**config.mk**
```make
export PLATFORM = sky130hd
export DESIGN_NAME = sseg_mmio_display
export DESIGN_NICKNAME = d
export VERILOG_FILES = /design/src/rtl/sseg_mmio_display.sv
export SDC_FILE = /design/constraint.sdc
export NUM_CORES = 1
export LEC_CHECK = 0
export CAP_MARGIN = 5
export CORE_MARGIN = 5
export CORE_UTILIZATION = 30
export CTS_CLUSTER_SIZE = 25
export DETAILED_ROUTE_END_ITERATION = 10
export GPL_TIMING_DRIVEN = 0
export PLACE_DENSITY = 0.59
export RECOVER_POWER = 50
export SLEW_MARGIN = 20
export SYNTH_ARGS = -nofsm -noshare
export SYNTH_HDL_FRONTEND = slang
export SYNTH_SLANG_ARGS = --single-unit
```
**constraint.sdc**
```tcl
create_clock -name CLK -period 6.2 [get_ports CLK]
set_input_delay 1.24 -clock CLK [delete_from_list [all_inputs] [get_ports CLK]]
set_output_delay 1.24 -clock CLK [all_outputs]
set_load 0.02 [all_outputs]
```
**src/rtl/sseg_mmio_display.sv**
```systemverilog
// MMIO seven-segment display: double-dabble BCD conversion of stores to ADDR, 4-digit refresh.
// Optional define LEADING_ZERO_BLANK_EN turns off the anodes of leading zero digits.
module sseg_mmio_display #(
    parameter logic [31:0] ADDR        = 32'h11000040,
    parameter int unsigned REFRESH_CNT = 100000
) (
    input  logic        CLK,
    input  logic        RST_N,
    input  logic [31:0] IOBUS_ADDR,
    input  logic [31:0] IOBUS_OUT,
    input  logic        IOBUS_WR,
    output logic        BUSY,
    output logic [7:0]  CATHODES,
    output logic [3:0]  ANODES
);

    localparam int unsigned CntW = (REFRESH_CNT > 1) ? $clog2(REFRESH_CNT) : 1;

    typedef enum logic [1:0] {StIdle, StLoad, StShift, StDone} state_e;

    state_e          state_q, state_d;
    logic            pend_q, pend_d;
    logic [15:0]     pend_val_q, pend_val_d;
    logic [15:0]     src_q, src_d;
    logic [15:0]     bin_q, bin_d;
    logic [19:0]     bcd_q, bcd_d;
    logic [3:0]      iter_q, iter_d;
    logic [15:0]     disp_q, disp_d;
    logic            ovf_q, ovf_d;
    logic [CntW-1:0] cnt_q, cnt_d;
    logic [1:0]      dig_q, dig_d;

    logic        wr_acc;
    logic [19:0] bcd_adj;
    logic [19:0] bcd_shf;
    logic [15:0] bin_shf;
    logic [3:0]  cur_digit;
    logic [7:0]  seg;

    assign wr_acc = IOBUS_WR && (IOBUS_ADDR == ADDR);

    always_comb begin
        bcd_adj = bcd_q;
        for (int i = 0; i < 5; i++) begin
            if (bcd_q[i*4 +: 4] >= 4'd5) begin
                bcd_adj[i*4 +: 4] = bcd_q[i*4 +: 4] + 4'd3;
            end
        end
        bcd_shf = {bcd_adj[18:0], bin_q[15]};
        bin_shf = {bin_q[14:0], 1'b0};
    end

    always_comb begin
        state_d    = state_q;
        pend_d     = pend_q;
        pend_val_d = pend_val_q;
        src_d      = src_q;
        bin_d      = bin_q;
        bcd_d      = bcd_q;
        iter_d     = iter_q;
        disp_d     = disp_q;
        ovf_d      = ovf_q;

        if (wr_acc) begin
            pend_val_d = IOBUS_OUT[15:0];
        end

        unique case (state_q)
            StIdle: begin
                if (pend_q) begin
                    state_d = StLoad;
                end
            end
            StLoad: begin
                bin_d   = pend_val_q;
                src_d   = pend_val_q;
                bcd_d   = '0;
                iter_d  = '0;
                pend_d  = 1'b0;
                state_d = StShift;
            end
            StShift: begin
                bin_d  = bin_shf;
                bcd_d  = bcd_shf;
                iter_d = iter_q + 4'd1;
                if (iter_q == 4'd15) begin
                    // Commit on the final shift edge so the display changes as DONE is entered.
                    disp_d  = bcd_shf[15:0];
                    ovf_d   = (src_q > 16'd9999);
                    state_d = StDone;
                end
            end
            StDone: begin
                state_d = pend_q ? StLoad : StIdle;
            end
            default: state_d = StIdle;
        endcase

        // A write landing on the LOAD edge must survive the pend clear.
        if (wr_acc) begin
            pend_d = 1'b1;
        end
    end

    always_comb begin
        if (cnt_q == CntW'(REFRESH_CNT - 1)) begin
            cnt_d = '0;
            dig_d = dig_q + 2'd1;
        end else begin
            cnt_d = cnt_q + CntW'(1);
            dig_d = dig_q;
        end
    end

    always_ff @(posedge CLK) begin
        if (!RST_N) begin
            state_q    <= StIdle;
            pend_q     <= 1'b0;
            pend_val_q <= '0;
            src_q      <= '0;
            bin_q      <= '0;
            bcd_q      <= '0;
            iter_q     <= '0;
            disp_q     <= '0;
            ovf_q      <= 1'b0;
            cnt_q      <= '0;
            dig_q      <= '0;
        end else begin
            state_q    <= state_d;
            pend_q     <= pend_d;
            pend_val_q <= pend_val_d;
            src_q      <= src_d;
            bin_q      <= bin_d;
            bcd_q      <= bcd_d;
            iter_q     <= iter_d;
            disp_q     <= disp_d;
            ovf_q      <= ovf_d;
            cnt_q      <= cnt_d;
            dig_q      <= dig_d;
        end
    end

    assign BUSY      = (state_q != StIdle);
    assign cur_digit = disp_q[{dig_q, 2'b00} +: 4];

    always_comb begin
        seg = 8'hFF;
        unique case (cur_digit)
            4'd0:    seg = 8'hC0;
            4'd1:    seg = 8'hF9;
            4'd2:    seg = 8'hA4;
            4'd3:    seg = 8'hB0;
            4'd4:    seg = 8'h99;
            4'd5:    seg = 8'h92;
            4'd6:    seg = 8'h82;
            4'd7:    seg = 8'hF8;
            4'd8:    seg = 8'h80;
            4'd9:    seg = 8'h90;
            default: seg = 8'hFF;
        endcase
    end

    always_comb begin
        CATHODES = ovf_q ? 8'hBF : seg;
        ANODES   = ~(4'b0001 << dig_q);
`ifdef LEADING_ZERO_BLANK_EN
        // Blank when this digit and every higher one is zero; digit 0 always shows.
        if (!ovf_q && (dig_q != 2'd0) && ((disp_q >> {dig_q, 2'b00}) == 16'd0)) begin
            ANODES = 4'b1111;
        end
`endif
    end

endmodule

```
Word-level counts from Yosys, hierarchy flattened
Memory sizes are Yosys's and may differ from the RTL's.
Cells that the tools add are included.
{ "word_totals": {"out_inout_bits": 13, "memories": 1, "elab_cells": 61, "reg_bits": 111, "in_bits": 67, "romBits": 112, "latch_bits": 0, "ramBits": 0} }
{ "op_classes": {"div": 0, "n_addsub": 8, "muxes": 15, "n_bitwise": 2, "multipliers": 0, "eq_ne": 8, "n_shift": 2, "reduce_logical": 8, "order_cmp": 6} }
{ "mem_list": {"columns": ["name", "depth", "word_bits", "read_ports", "rd_ports_with_merged_regs", "write_ports", "line_no", "rtl"], "rows": [
  ["(name not given)", 16, 7, 1, 0, 0, "148", "unique case (cur_digit)"]
]} }
{ "ops": {"columns": ["cell", "count"], "rows": [
  ["case mux 20 bit (2 select lines)", 1],
  ["== test 32 x 29 -> 1 bit (second input constant)", 1],
  ["case mux 16 bit (2 select lines)", 1],
  [">= comparator 4 x 3 -> 1 bit (second input constant)", 5],
  ["adder 17 x 1 -> 17 bit (second input constant)", 1],
  ["== test 17 bit (second input constant)", 1],
  ["adder 4 x 2 -> 4 bit (second input constant)", 4],
  ["greater-than comparator 16 x 14 -> 1 bit (second input constant)", 1],
  ["2-to-1 mux 4 bit", 4],
  ["indexed part select 16 x 5 -> 4 bit", 1],
  ["2-to-1 mux 8 bit", 1],
  ["case mux 2 bit (4 select lines)", 1],
  ["case mux 4 bit (2 select lines)", 1],
  ["nonzero test 2 bit", 3],
  ["adder 4 x 1 -> 4 bit (second input constant)", 1],
  ["== test 2 bit (second input constant)", 2],
  ["== test 4 bit (second input constant)", 1],
  ["2-to-1 mux 2 bit", 2],
  ["inequality test 2 bit (second input constant)", 2],
  ["inverter 4 bit", 1],
  ["AND reduction 2 bit", 2],
  ["left shift 1 x 2 -> 4 bit (first input constant)", 1],
  ["adder 3 x 2 -> 3 bit (second input constant)", 1],
  ["2-to-1 mux 1 bit", 3],
  ["other kinds (7)", 7]
]} }

Logic depth before layout (Yosys ltp)
{ "depth": {"word_depth": 3, "depth_mapped": 7, "mapped_depth_nobuf": 7} }

Worst setup path after synthesis
OpenSTA, ideal clock, no wires.
{ "synth_timing": {"path_type": "reg2out", "from": "reg dig_q[0]", "to": "out CATHODES[3]", "required_ns": 4.960, "path_stages_with_launch": 8, "arrival_time_ns": 2.020, "path_buffers": 1, "slack_ns": 2.940, "cell_sequence": "dfxtp_1 buf_6 mux4_2 inv_1 ha_1 inv_1 mux2i_1 o21ai_0"} }
{ "synth_via": {"elab_chain_cells": 3} }
{ "synth_lines": {"columns": ["element", "line_no", "rtl"], "rows": [
  ["from (decl)", "31", "logic [1:0] dig_q, dig_d;"],
  ["from (signal assigned)", "139", "dig_q <= dig_d;"],
  ["indexed part select 16 x 5 -> 4 bit", "144", "assign cur_digit = disp_q[{dig_q, 2'b00} +: 4];"],
  ["memory read (16 x 7 bit)", null, null],
  ["2-to-1 mux 8 bit", "164", "CATHODES = ovf_q ? 8'hBF : seg;"],
  ["to (decl)", "13", "output logic [7:0] CATHODES,"]
]} }
Every way passes these cells.

Final worst setup path
Same ends and word-level chain as after synthesis.

==> flow_summary.json <==
{
  "status": "finished, final reports clean",
  "ir_worst_vdd_mv": 0.154,
  "place_congestion": 0.802,
  "dr_wl_met2_um": 5730,
  "ys_seq_area_share_pct": 41.3,
  "fmax_mhz": 250,
  "design_area_sq_mm": 0.00620,
  "grt_max_degree": 21,
  "cts_resized": 0,
  "synth_edf_count": 0,
  "antenna_found_initial": 0,
  "tns_ns": 0,
  "place_area_sq_mm": 0.00589,
  "p_total_mw": 1.45,
  "core.rowCount": 47,
  "path_max_fanout": 6,
  "hold_viol": 0,
  "r2r_cells": 7,
  "setup_viol": 0,
  "power_density_mw_per_mm2": 234,
  "synth_common_cells": "dfxtp_1 (103), nor2_1 (66), mux2i_1 (45)",
  "dp_hpwl_um": 8750,
  "maxCapViolCount": 0,
  "synthTopCellsByArea": "dfxtp_1 (41%), mux2i_1 (9.0%), ha_1 (6.3%), nor2_1 (5.0%), and2_1 (2.8%)",
  "clk_pin_slew_worst_paths_ns": 0.07,
  "min_period_over_period_pct": 64.5,
  "num-nets-final": 712,
  "syn_area_sq_mm": 0.00500,
  "cp-start-kind": "flop",
  "fin_util_pct": 37.7,
  "synth_ff_type": "dfxtp_1",
  "worst_pin_slew_ns": 0.851,
  "syn-num-nets": 639,
  "remaining_drc_errors": 0,
  "grt_overflow": 0,
  "clkSinkCount": 103,
  "r2r-end": "cnt_q[15]$_SDFF_PP0_",
  "maxSlewViolCount": 0,
  "crit_path_end": "CATHODES[3]",
  "end_kind": "primary output",
  "timing.rr.start": "cnt_q[0]$_SDFF_PP0_",
  "wl_met1_um": 5550,
  "yosys.area.top_type": "dfxtp_1",
  "cts_setup_buffers": 0,
  "clockBufferDepth": 2,
  "worstHoldPathType": "flop to flop",
  "leakage_nw": 2.15,
  "start_util_pct": 30.4,
  "slew_headroom_pct": 42.7,
  "async_flop_share_pct": 0,
  "die_h_um": 139,
  "arrival_ns": 2.76,
  "grt_pass1_wl_um": 19300,
  "cp.required_ns": 4.96,
  "hold_slack_ns": 0.450,
  "ff2ff_setup_slack_ns": 3.80,
  "numCtsBuffers": 9,
  "skew_ns": 0.0115,
  "top_layer_used": "met4",
  "routedWlPerCell_um": 13.8,
  "clk-insertion-delay-late_ns": 0.34,
  "holdBufCountCts": 0,
  "initialDrtViolationCount": 161,
  "synth_cell_types": 51,
  "vias": 4046,
  "cts_root_buffer": "clkbuf_16",
  "design.die.area_sq_mm": 0.0193,
  "synth_warnings": 0,
  "grt_setup_unrepaired": "false",
  "cts_max_level": 3,
  "synthDominantCellAreaShare_pct": 41.3,
  "dr.pass1.iters": 4,
  "post-synth-top-count-cell": "dfxtp_1",
  "grt.total_usage_pct": 11.9,
  "synth_cells": 547,
  "antenna_left": 0,
  "grt_pass1_vias": 3943,
  "wirelength_um": 11700,
  "area.growth.synth_to_final_pct": 24.1,
  "ys_ff_latch": 103,
  "vias_per_cell": 4.79,
  "wl_met3_um": 237,
  "n_antenna_cell": 0,
  "cp-startpoint": "dig_q[0]$_SDFFE_PN0N_",
  "design.core.area_sq_mm": 0.0165,
  "syn_area_per_cell_sq_um": 9.14,
  "critical_path_class": "flop to primary output",
  "drive_gt1_share_pct": 6.08,
  "num_io_pins": 80,
  "cts_tree": "done",
  "die_w_um": 139,
  "fin_crit_ns": 4.00,
  "io_buffers": 62
}
routing by layer:
metal | vias to the layer above | global-route usage (%)
li1 | 2045 | -
met1 | 1942 | 15.4
met2 | 45 | 20.5
met3 | 14 | 1.69
met4 | 0 | 3.76
met5 | - | 0
through the flow:
step / cells / worst slack [ns]
5_1_grt: 845 / 2.01
3_5_place_dp: 829 / 2.53
6_report: 845 / 2.20
3_3_place_gp: 829 / 2.55
2_1_floorplan: 547 / 2.94
4_1_cts: 845 / 2.16
critical path, stage by stage (launching register included):
cell             delay (ns)
dfxtp_1                0.38
buf_6                  0.16
mux4_2                 0.60
inv_1                  0.14
ha_1                   0.26
inv_1                  0.06
mux2i_1                0.05
o21ai_0                0.14
clkdlybuf4s50_1        0.63
power breakdown:
| part | total (mW) | switching (mW) | internal, mW |
|---|---|---|---|
| logic | 0.148 | 0.0791 | 0.0689 |
| clock network | 0.606 | 0.278 | 0.328 |
| registers | 0.696 | 0.0127 | 0.683 |
| total | 1.45 | 0.370 | 1.08 |
worst min-delay path by stage:
stage | cells after the start | slack, ns | to | start
after detailed placement | 1 | 0.44 | cnt_q[0]$_SDFF_PP0_ | cnt_q[0]$_SDFF_PP0_
after global routing | 1 | 0.48 | cnt_q[0]$_SDFF_PP0_ | cnt_q[0]$_SDFF_PP0_
after global placement | 1 | 0.42 | cnt_q[0]$_SDFF_PP0_ | cnt_q[0]$_SDFF_PP0_
after floorplan | 1 | 0.41 | cnt_q[0]$_SDFF_PP0_ | cnt_q[0]$_SDFF_PP0_
final | 1 | 0.45 | cnt_q[0]$_SDFF_PP0_ | cnt_q[0]$_SDFF_PP0_
after CTS | 1 | 0.45 | cnt_q[0]$_SDFF_PP0_ | cnt_q[0]$_SDFF_PP0_
flip-flops by register name (all words and copies together) (netlist names), 4 cells and up:
name / count
bin_q: 16
cnt_q: 17
disp_q: 16
bcd_q: 16
iter_q: 4
src_q: 12
pend_val_q: 16
cell families after synthesis:
kind of cell	synth area share, %
AOI/OAI and AO/OA	12.7
adders and majority gates	6.26
xor gates and xnor gates	3.30
other	0.0750
and+or+nand+nor	19.4
muxes	11.7
DFF	41.3
buffers and inverters	5.31
cell type report:
class	instances	area, sq um
repair buffers	62	621
clock buffers	9	225
flip-flops and latches	103	2060
fillers	1672	10300
clock inverters	7	100
well taps	220	275
multi-input cells	385	2670
plain buffers	31	148
inverters	28	105
placed cells by master, fill, tap and decap left out, types with 3 or more instances in the layout:
cell type / Yosys / layout
mux4_2: 4 / 4
xnor2_1: 11 / 11
nor4_1: 5 / 5
o21ai_0: 24 / 25
nor2b_1: 13 / 13
mux2_2: 4 / 4
nor4b_1: 3 / 3
ha_1: 25 / 25
o31ai_1: 5 / 5
a21oi_1: 20 / 20
nor2_1: 66 / 66
or3_1: 3 / 3
xor2_1: 6 / 6
a211oi_1: 16 / 16
clkdlybuf4s50_1: 0 / 61
nand2_1: 32 / 32
dfxtp_1: 103 / 103
o211a_1: 8 / 8
clkbuf_16: 0 / 9
nor3_1: 6 / 6
and3_1: 3 / 3
nand2b_1: 6 / 6
a32oi_1: 4 / 4
mux2i_1: 45 / 45
buf_2: 6 / 4
inv_6: 0 / 3
and2_1: 22 / 20
o22ai_1: 11 / 11
nand4_1: 7 / 7
nand3_1: 10 / 10
inv_1: 27 / 28
clkbuf_1: 17 / 21
nor3b_1: 8 / 8
Power figures use the tool's default switching activity.
